### config.mk
export PLATFORM = sky130hd
export DESIGN_NAME = hazard_ctrl
export DESIGN_NICKNAME = d
export VERILOG_FILES = /design/src/rtl/hazard_ctrl.sv
export SDC_FILE = /design/constraint.sdc
export NUM_CORES = 1
export LEC_CHECK = 0
export ABC_AREA = 1
export BUFFER_PORTS_ARGS = -buffer_cell sky130_fd_sc_hd__buf_4
export CAP_MARGIN = 20
export CORE_MARGIN = 1.5
export CORE_UTILIZATION = 40
export DETAILED_ROUTE_END_ITERATION = 6
export GPL_TIMING_DRIVEN = 0
export PLACE_DENSITY = 0.81
export SYNTH_ARGS = -nofsm -noshare
export SYNTH_HDL_FRONTEND = slang
export SYNTH_SLANG_ARGS = --single-unit
### constraint.sdc
create_clock -name clk -period 1.2 [get_ports clk]
set_input_delay 0 -clock clk [delete_from_list [all_inputs] [get_ports clk]]
set_output_delay 0 -clock clk [all_outputs]
set_load 0.02 [all_outputs]
### src/rtl/hazard_ctrl.sv
// rtl/hazard_ctrl.sv - pipeline stall/flush, divide sequencing and exception redirect control
module hazard_ctrl #(
  parameter int          NSTAGES     = 5,
  parameter int          REG_W       = 5,
  parameter bit          IGNORE_R0   = 1'b1,
  parameter logic [11:0] EXC_VEC_OFF = 12'h180,
  parameter logic [31:0] EXC_ERET    = 32'h0000_000e
) (
  input  logic               clk,
  input  logic               rst,
  input  logic [REG_W-1:0]   id_rs,
  input  logic [REG_W-1:0]   id_rt,
  input  logic [REG_W-1:0]   ex_rt,
  input  logic [REG_W-1:0]   mem_rt,
  input  logic               ex_rmem,
  input  logic               mem_rmem,
  input  logic               id_j_b_stall,
  input  logic               ex_div_op,
  input  logic               div_ready,
  input  logic               ex_mult_stall,
  input  logic               stallreq_from_if,
  input  logic               stallreq_from_mem,
  input  logic [31:0]        mem_excepttype,
  input  logic [31:0]        mem_cp0_epc,
  input  logic [31:0]        ebase,
  input  logic               bev,
  input  logic               if_ready,
  output logic [NSTAGES-1:0] stall,
  output logic [NSTAGES-1:0] flush,
  output logic               div_start,
  output logic               div_cancel,
  output logic               redirect_valid,
  output logic [31:0]        redirect_pc
);

  typedef enum logic [1:0] {DIV_IDLE, DIV_START, DIV_WAIT, DIV_DONE} div_state_t;

  div_state_t          div_state;
  logic                pend;
  logic [31:0]         held_pc;

  logic                exc;
  logic                lwstall;
  logic                divstall;
  logic                back;
  logic                front;
  logic [31:0]         tgt;
  logic [NSTAGES-1:0]  stall_raw;
  logic [NSTAGES-1:0]  flush_raw;

  function automatic logic match(input logic [REG_W-1:0] r,
                                 input logic [REG_W-1:0] rs,
                                 input logic [REG_W-1:0] rt);
    return ((r == rs) || (r == rt)) && !(IGNORE_R0 && (r == '0));
  endfunction

  always_comb begin
    exc      = |mem_excepttype;
    lwstall  = (ex_rmem && match(ex_rt, id_rs, id_rt)) ||
               (mem_rmem && match(mem_rt, id_rs, id_rt));
    divstall = ((div_state == DIV_IDLE) && ex_div_op && !exc) ||
               (div_state == DIV_START) || (div_state == DIV_WAIT);
    back     = divstall || stallreq_from_mem || ex_mult_stall;
    front    = lwstall || id_j_b_stall || stallreq_from_if || back;

    for (int k = 0; k < NSTAGES; k++) begin
      stall_raw[k] = (k < 2) ? front : back;
      flush_raw[k] = exc;
    end
    flush_raw[0] = exc || pend;
    // Bubble EX behind a held ID only when the back end is actually moving.
    flush_raw[2] = exc || ((lwstall || id_j_b_stall) && !back);

    if (mem_excepttype == EXC_ERET) tgt = mem_cp0_epc;
    else if (bev)                   tgt = 32'hBFC0_0380;
    else                            tgt = {ebase[31:12], EXC_VEC_OFF};
  end

  always_comb begin
    if (rst) begin
      stall          = '0;
      flush          = '1;
      div_start      = 1'b0;
      div_cancel     = 1'b0;
      redirect_valid = 1'b0;
      redirect_pc    = 32'h0;
    end else begin
      stall          = stall_raw & ~flush_raw;
      flush          = flush_raw;
      div_start      = (div_state == DIV_START) && !exc;
      div_cancel     = (div_state == DIV_WAIT) && exc;
      redirect_valid = exc || pend;
      redirect_pc    = exc ? tgt : (pend ? held_pc : 32'h0);
    end
  end

  always_ff @(posedge clk) begin
    if (rst) begin
      div_state <= DIV_IDLE;
      pend      <= 1'b0;
      held_pc   <= 32'h0;
    end else begin
      unique case (div_state)
        DIV_IDLE:  if (ex_div_op && !exc) div_state <= DIV_START;
        DIV_START: div_state <= exc ? DIV_IDLE : DIV_WAIT;
        DIV_WAIT:  if (exc) div_state <= DIV_IDLE;
                   else if (div_ready) div_state <= DIV_DONE;
        DIV_DONE:  div_state <= DIV_IDLE;
        default:   div_state <= DIV_IDLE;
      endcase

      // A redirect accepted in the same cycle as a new exception carries the newest target.
      if (exc) begin
        pend <= !if_ready;
        if (!if_ready) held_pc <= tgt;
      end else if (pend && if_ready) begin
        pend <= 1'b0;
      end
    end
  end

endmodule

## After elaboration in Yosys (flattened, before gate mapping)

Index checks and enable logic that the tools add are counted.

| cells by class | value |
|---|---|
| $add $sub $neg | 0 |
| $mul | 0 |
| div/mod/pow operators | 0 |
| order comparisons | 0 |
| eq/ne operators | 10 |
| shift-type cells | 0 |
| multiplexer cells | 17 |
| bitwise operators | 3 |
| reductions and logical operators | 35 |

Operator list:

| cell | number |
|---|---|
| 32-bit 2-to-1 mux | 5 |
| 32-bit by 4-bit == test with 1-bit output (second input constant) | 1 |
| 32-bit OR reduction | 1 |
| 5-bit == test | 4 |
| 1-bit logical OR | 12 |
| 1-bit logical AND | 11 |
| 5-bit logical NOT | 2 |
| 5-bit 2-to-1 mux | 2 |
| 2-bit 2-to-1 mux | 4 |
| 2-bit case mux with 4 select lines | 1 |
| 5-bit bitwise AND | 1 |
| 1-bit logical NOT | 5 |
| 1-bit 2-to-1 mux | 5 |
| 5-bit inverter | 1 |
| 2-bit == test (second input constant) | 2 |
| 2-bit AND reduction | 2 |
| 3-bit inequality test (second input constant) | 1 |
| 2-bit by 1-bit == test with 1-bit output (second input constant) | 1 |
| 2-bit logical NOT | 1 |
| 2-bit by 1-bit inequality test with 1-bit output (second input constant) | 1 |
| 2-bit nonzero test | 1 |
| 1-bit inverter | 1 |

| storage, ports and cells | value |
|---|---|
| bits in registers | 35 |
| latch bits | 0 |
| bits in writable memories | 0 |
| memory bits (read-only) | 0 |
| output and inout bits | 45 |
| word-level logic and storage cells | 68 |
| memories | 0 |

## Depth between registers and ports, before layout

| depth | value |
|---|---|
| depth after elaboration | 13 |
| depth in mapped cells | 12 |
| mapped depth without buffers | 11 |

## Least setup slack after synthesis

Ideal clock, no wire load.

| timing path | value |
|---|---|
| path type | reg-to-output |
| start | register pend |
| end | output port redirect_pc[7] |
| arrival | 1.276 ns |
| data required time | 1.200 ns |
| slack | -0.076 ns |
| cell stages (with the launch flop) | 8 |
| cell sequence | dfxtp_1 > clkbuf_1 > inv_1 > nand2_2 > nand2_2 > inv_1 > o21ai_0 > nor2_1 |

| between the ends | value |
|---|---|
| word-level cells in the longest chain between the ends | 3 |

RTL lines:

| what | line | text |
|---|---|---|
| from (decl) | 39 | `logic pend;` |
| from (signal assigned) | 114 | `pend <= !if_ready;` |
| 32-bit 2-to-1 mux (2 in a row) | 93 | `redirect_pc = exc ? tgt : (pend ? held_pc : 32'h0);` |
| 32-bit 2-to-1 mux | 80 | `if (rst) begin` |
| to (decl) | 33 | `output logic [31:0] redirect_pc` |

No other way between the ends.

## Worst setup path after layout

| timing path | value |
|---|---|
| start | input port mem_excepttype[13] |
| end | output port redirect_pc[9] |

| between the ends | value |
|---|---|
| word-level cells in the longest chain between the ends | 4 |

RTL lines:

| what | line | text |
|---|---|---|
| from (decl) | 23 | `input logic [31:0] mem_excepttype,` |
| 32-bit by 4-bit == test with 1-bit output | 74 | `if (mem_excepttype == EXC_ERET) tgt = mem_cp0_epc;` |
| 32-bit 2-to-1 mux | 74 |  |
| 32-bit 2-to-1 mux * | 93 |  |
| 32-bit 2-to-1 mux * | 80 |  |

Mark *: on every way between the ends. The rest lies on a longest branch, timed or not.

==> results_dict.tcl <==
set metrics [dict create \
    syn_avg_cell_area_sq_um 5.57 \
    crit_path_max_fanout 5 \
    antenna_cells 0 \
    finalSetupViolCount 46 \
    cp_slowest_stage_delay_ps 310 \
    port_buffers 160 \
    initial_core_util 0.412 \
    cts_tree "done" \
    layout_setup_ws_ps -294 \
    via_per_inst 5.40 \
    grt_use_total 0.297 \
    period_share 1.25 \
    grt_pass1_vias 4034 \
    cp.required_ps 1200 \
    clock-sinks 35 \
    vias 4242 \
    dr.pass1.iters 7 \
    nFillCells 468 \
    root_buffer "clkbuf_8" \
    drc 2 \
    vdd_drop_max_mv 0.435 \
    seq_area_frac_synth 0.252 \
    wl_microns 13000 \
    final.setup_skew_ps 0.126 \
    synthCells 500 \
    grt_first_pass_wirelength_microns 17700 \
    die_w_microns 86.4 \
    max_cap_violations 0 \
    status "complete, but fails checks" \
    synth_top_area_frac 0.252 \
    leakage_nw 2.58 \
    clockBufferDepth 2 \
    drtIter0Drc 239 \
    drive_gt1_frac 0.494 \
    setup.worst_path.class "in2out" \
    fin_cells 785 \
    synth-seq-cells 35 \
    row_count 30 \
    worstSetupStartpointType "input pin" \
    io_pins 173 \
    antenna_found_initial 0 \
    worstSkewPairLatency_ps 280 \
    max_slew.worst_pin.slew_ps 794 \
    maxSlewViolCount 0 \
    clkSlewWorstSetupHoldPaths_ps 80 \
    whs_ps 15.7 \
    detail_route.wl_per_cell_microns 16.6 \
    die_h_microns 86.4 \
    relSlewSlack 0.471 \
    endpoint_kind "output pin" \
    dp_hpwl_microns 7410 \
    hold_path_class "in2reg" \
    grt_max_degree 11 \
    htree_levels 2 \
    crit_slowest_cell "and3b_2" \
    synth_cell_types 28 \
    nets 832 \
    synth.area.top_cells "dfxtp_1, nand2_1, nor2_1, o21ai_0, inv_1" \
    syn_area_sq_mm 0.00279 \
    globalplace.congestion 0.840 \
    cp.arrival_ps 1490 \
    core_area_sq_mm 0.00676 \
    drtAntennaViolNets 0 \
    syn_to_final_growth_pct 92.9 \
    yosysTopAreaCell "dfxtp_1" \
    overflow 0 \
    placed_cells 740 \
    numCtsBuffers 5 \
    dieArea_sq_mm 0.00747 \
    p_per_area_mw_per_mm2 611 \
    fin_crit_ps 1490 \
    violations "design-rule violations, negative setup slack" \
    finalHoldViolCount 0 \
    yosysWarnings 0 \
    syn_nets 628 \
    crit_top_cell "buf_6" \
    rsz0062_at_grt "true" \
    crit_chain "buf_4 -> nor2_4 -> nand2_2 -> nor2_2 -> and3b_2 -> buf_6 -> buf_6 -> nand3_2 -> nand2_1 -> nand2_1 -> o21ai_2 -> buf_6" \
    max_clock_freq_mhz 669 \
]
sequential cells by signal, indices dropped and copies added, names as in the netlist:
signal / cells
held_pc: 32
div_state: 2
pend: 1
report_power, final:
part / internal [mW] / switching (mW)
combinational: 0.598 / 0.565
sequential: 1.23 / 0.0433
clock: 0.408 / 0.438
total: 2.24 / 1.05
per-layer routing:
layer / vias up / part of all wire / global-route usage
met5: - / 0 / 0
met4: 0 / 0.026 / 0.0968
met3: 43 / 0.087 / 0.0629
met2: 260 / 0.52 / 0.533
met1: 1946 / 0.37 / 0.350
li1: 1993 / - / -
stage by stage:
stage / setup WS (ps) / util / instance area, sq um / setup TNS [ps] / power (mW)
floorplan: 0.831 / - / 2790 / 0 / 1.69
global placement: -305 / 0.606 / 4090 / -14940 / 2.13
detailed placement: -300 / 0.606 / 4090 / -16800 / 2.15
CTS: -160 / 0.740 / 5000 / -5290 / 3.12
global route: -370 / 0.795 / 5370 / -11510 / 3.41
finish: -294 / 0.795 / 5370 / -7740 / 3.28
cell usage in the layout (no fill, tap or decap), drive strengths merged:
cell and n:
dfxtp 35, a211oi 1, nand3b 9, a21oi 26
nor3b 1, nand3 23, nand4 3, xor2 5
xnor2 4, and3b 1, o22ai 3, nand2 151
clkbuf 19, inv 52, nor2 88, dlygate4sd3 4
a31oi 12, o21ai 50, clkinv 3, buf 212
nor3 1, o31ai 2
path summary, 6_finish.rpt:
path	start	endpoint	slack, ps	cells after the start
worst min-delay path	mem_cp0_epc[18]	held_pc[18]	20	3
worst max-delay path	mem_excepttype[13]	redirect_pc[9]	-290	12
worst min register to register	held_pc[23]	held_pc[23]	530	2
worst max register to register	div_state[1]	div_state[0]	90	6
final cells by class:
cell class	count	area [sq um]	area share
timing repair buffer	198	1790	0.332
multi-input combinational	380	2230	0.416
tap	80	100	0.0186
clock inverter	1	5.00	0.000932
inverter	54	228	0.0424
clock buffer	7	76.3	0.0142
sequential	35	707	0.132
buffer	30	235	0.0438
Yosys cell counts:
library cell  count
a211oi_1          1
a21oi_1          26
a31oi_1          12
and3b_1           1
buf_2             9
buf_4             5
buf_6             2
clkbuf_1         15
clkinv_1          1
dfxtp_1          35
inv_1            52
inv_2             1
nand2_1         148
nand2_2           3
nand3_1          23
nand3b_1          9
nand4_1           3
nor2_1           85
nor2_2            1
nor2_4            2
nor3_1            1
nor3b_1           1
o21ai_0          39
o21ai_1          11
o22ai_1           3
o31ai_1           2
xnor2_1           4
xor2_1            5
worst max-delay path: cells and delay by family:
kind | cells | cell delay, ps
simple gates | 7 | 800
compound gates | 1 | 120
buf+inv | 4 | 570
cell families after synthesis:
group | count (synthesis) | synth area share
AND/OR/NAND/NOR | 277 | 0.411
AO/OA/AOI/OAI | 94 | 0.178
buffers and inverters | 85 | 0.131
flip-flops | 35 | 0.252
XOR/XNOR | 9 | 0.0283
timing repair:
action	CTS	global route
resized for setup	169	125
gates cloned	7	0
buffers inserted	20	12
hold buffers	4	0
pin swaps	53	44
endpoints found under the setup margin	45	77
hold endpoints to repair	4	0
Note: power is estimated with default switching activity, not from simulation.
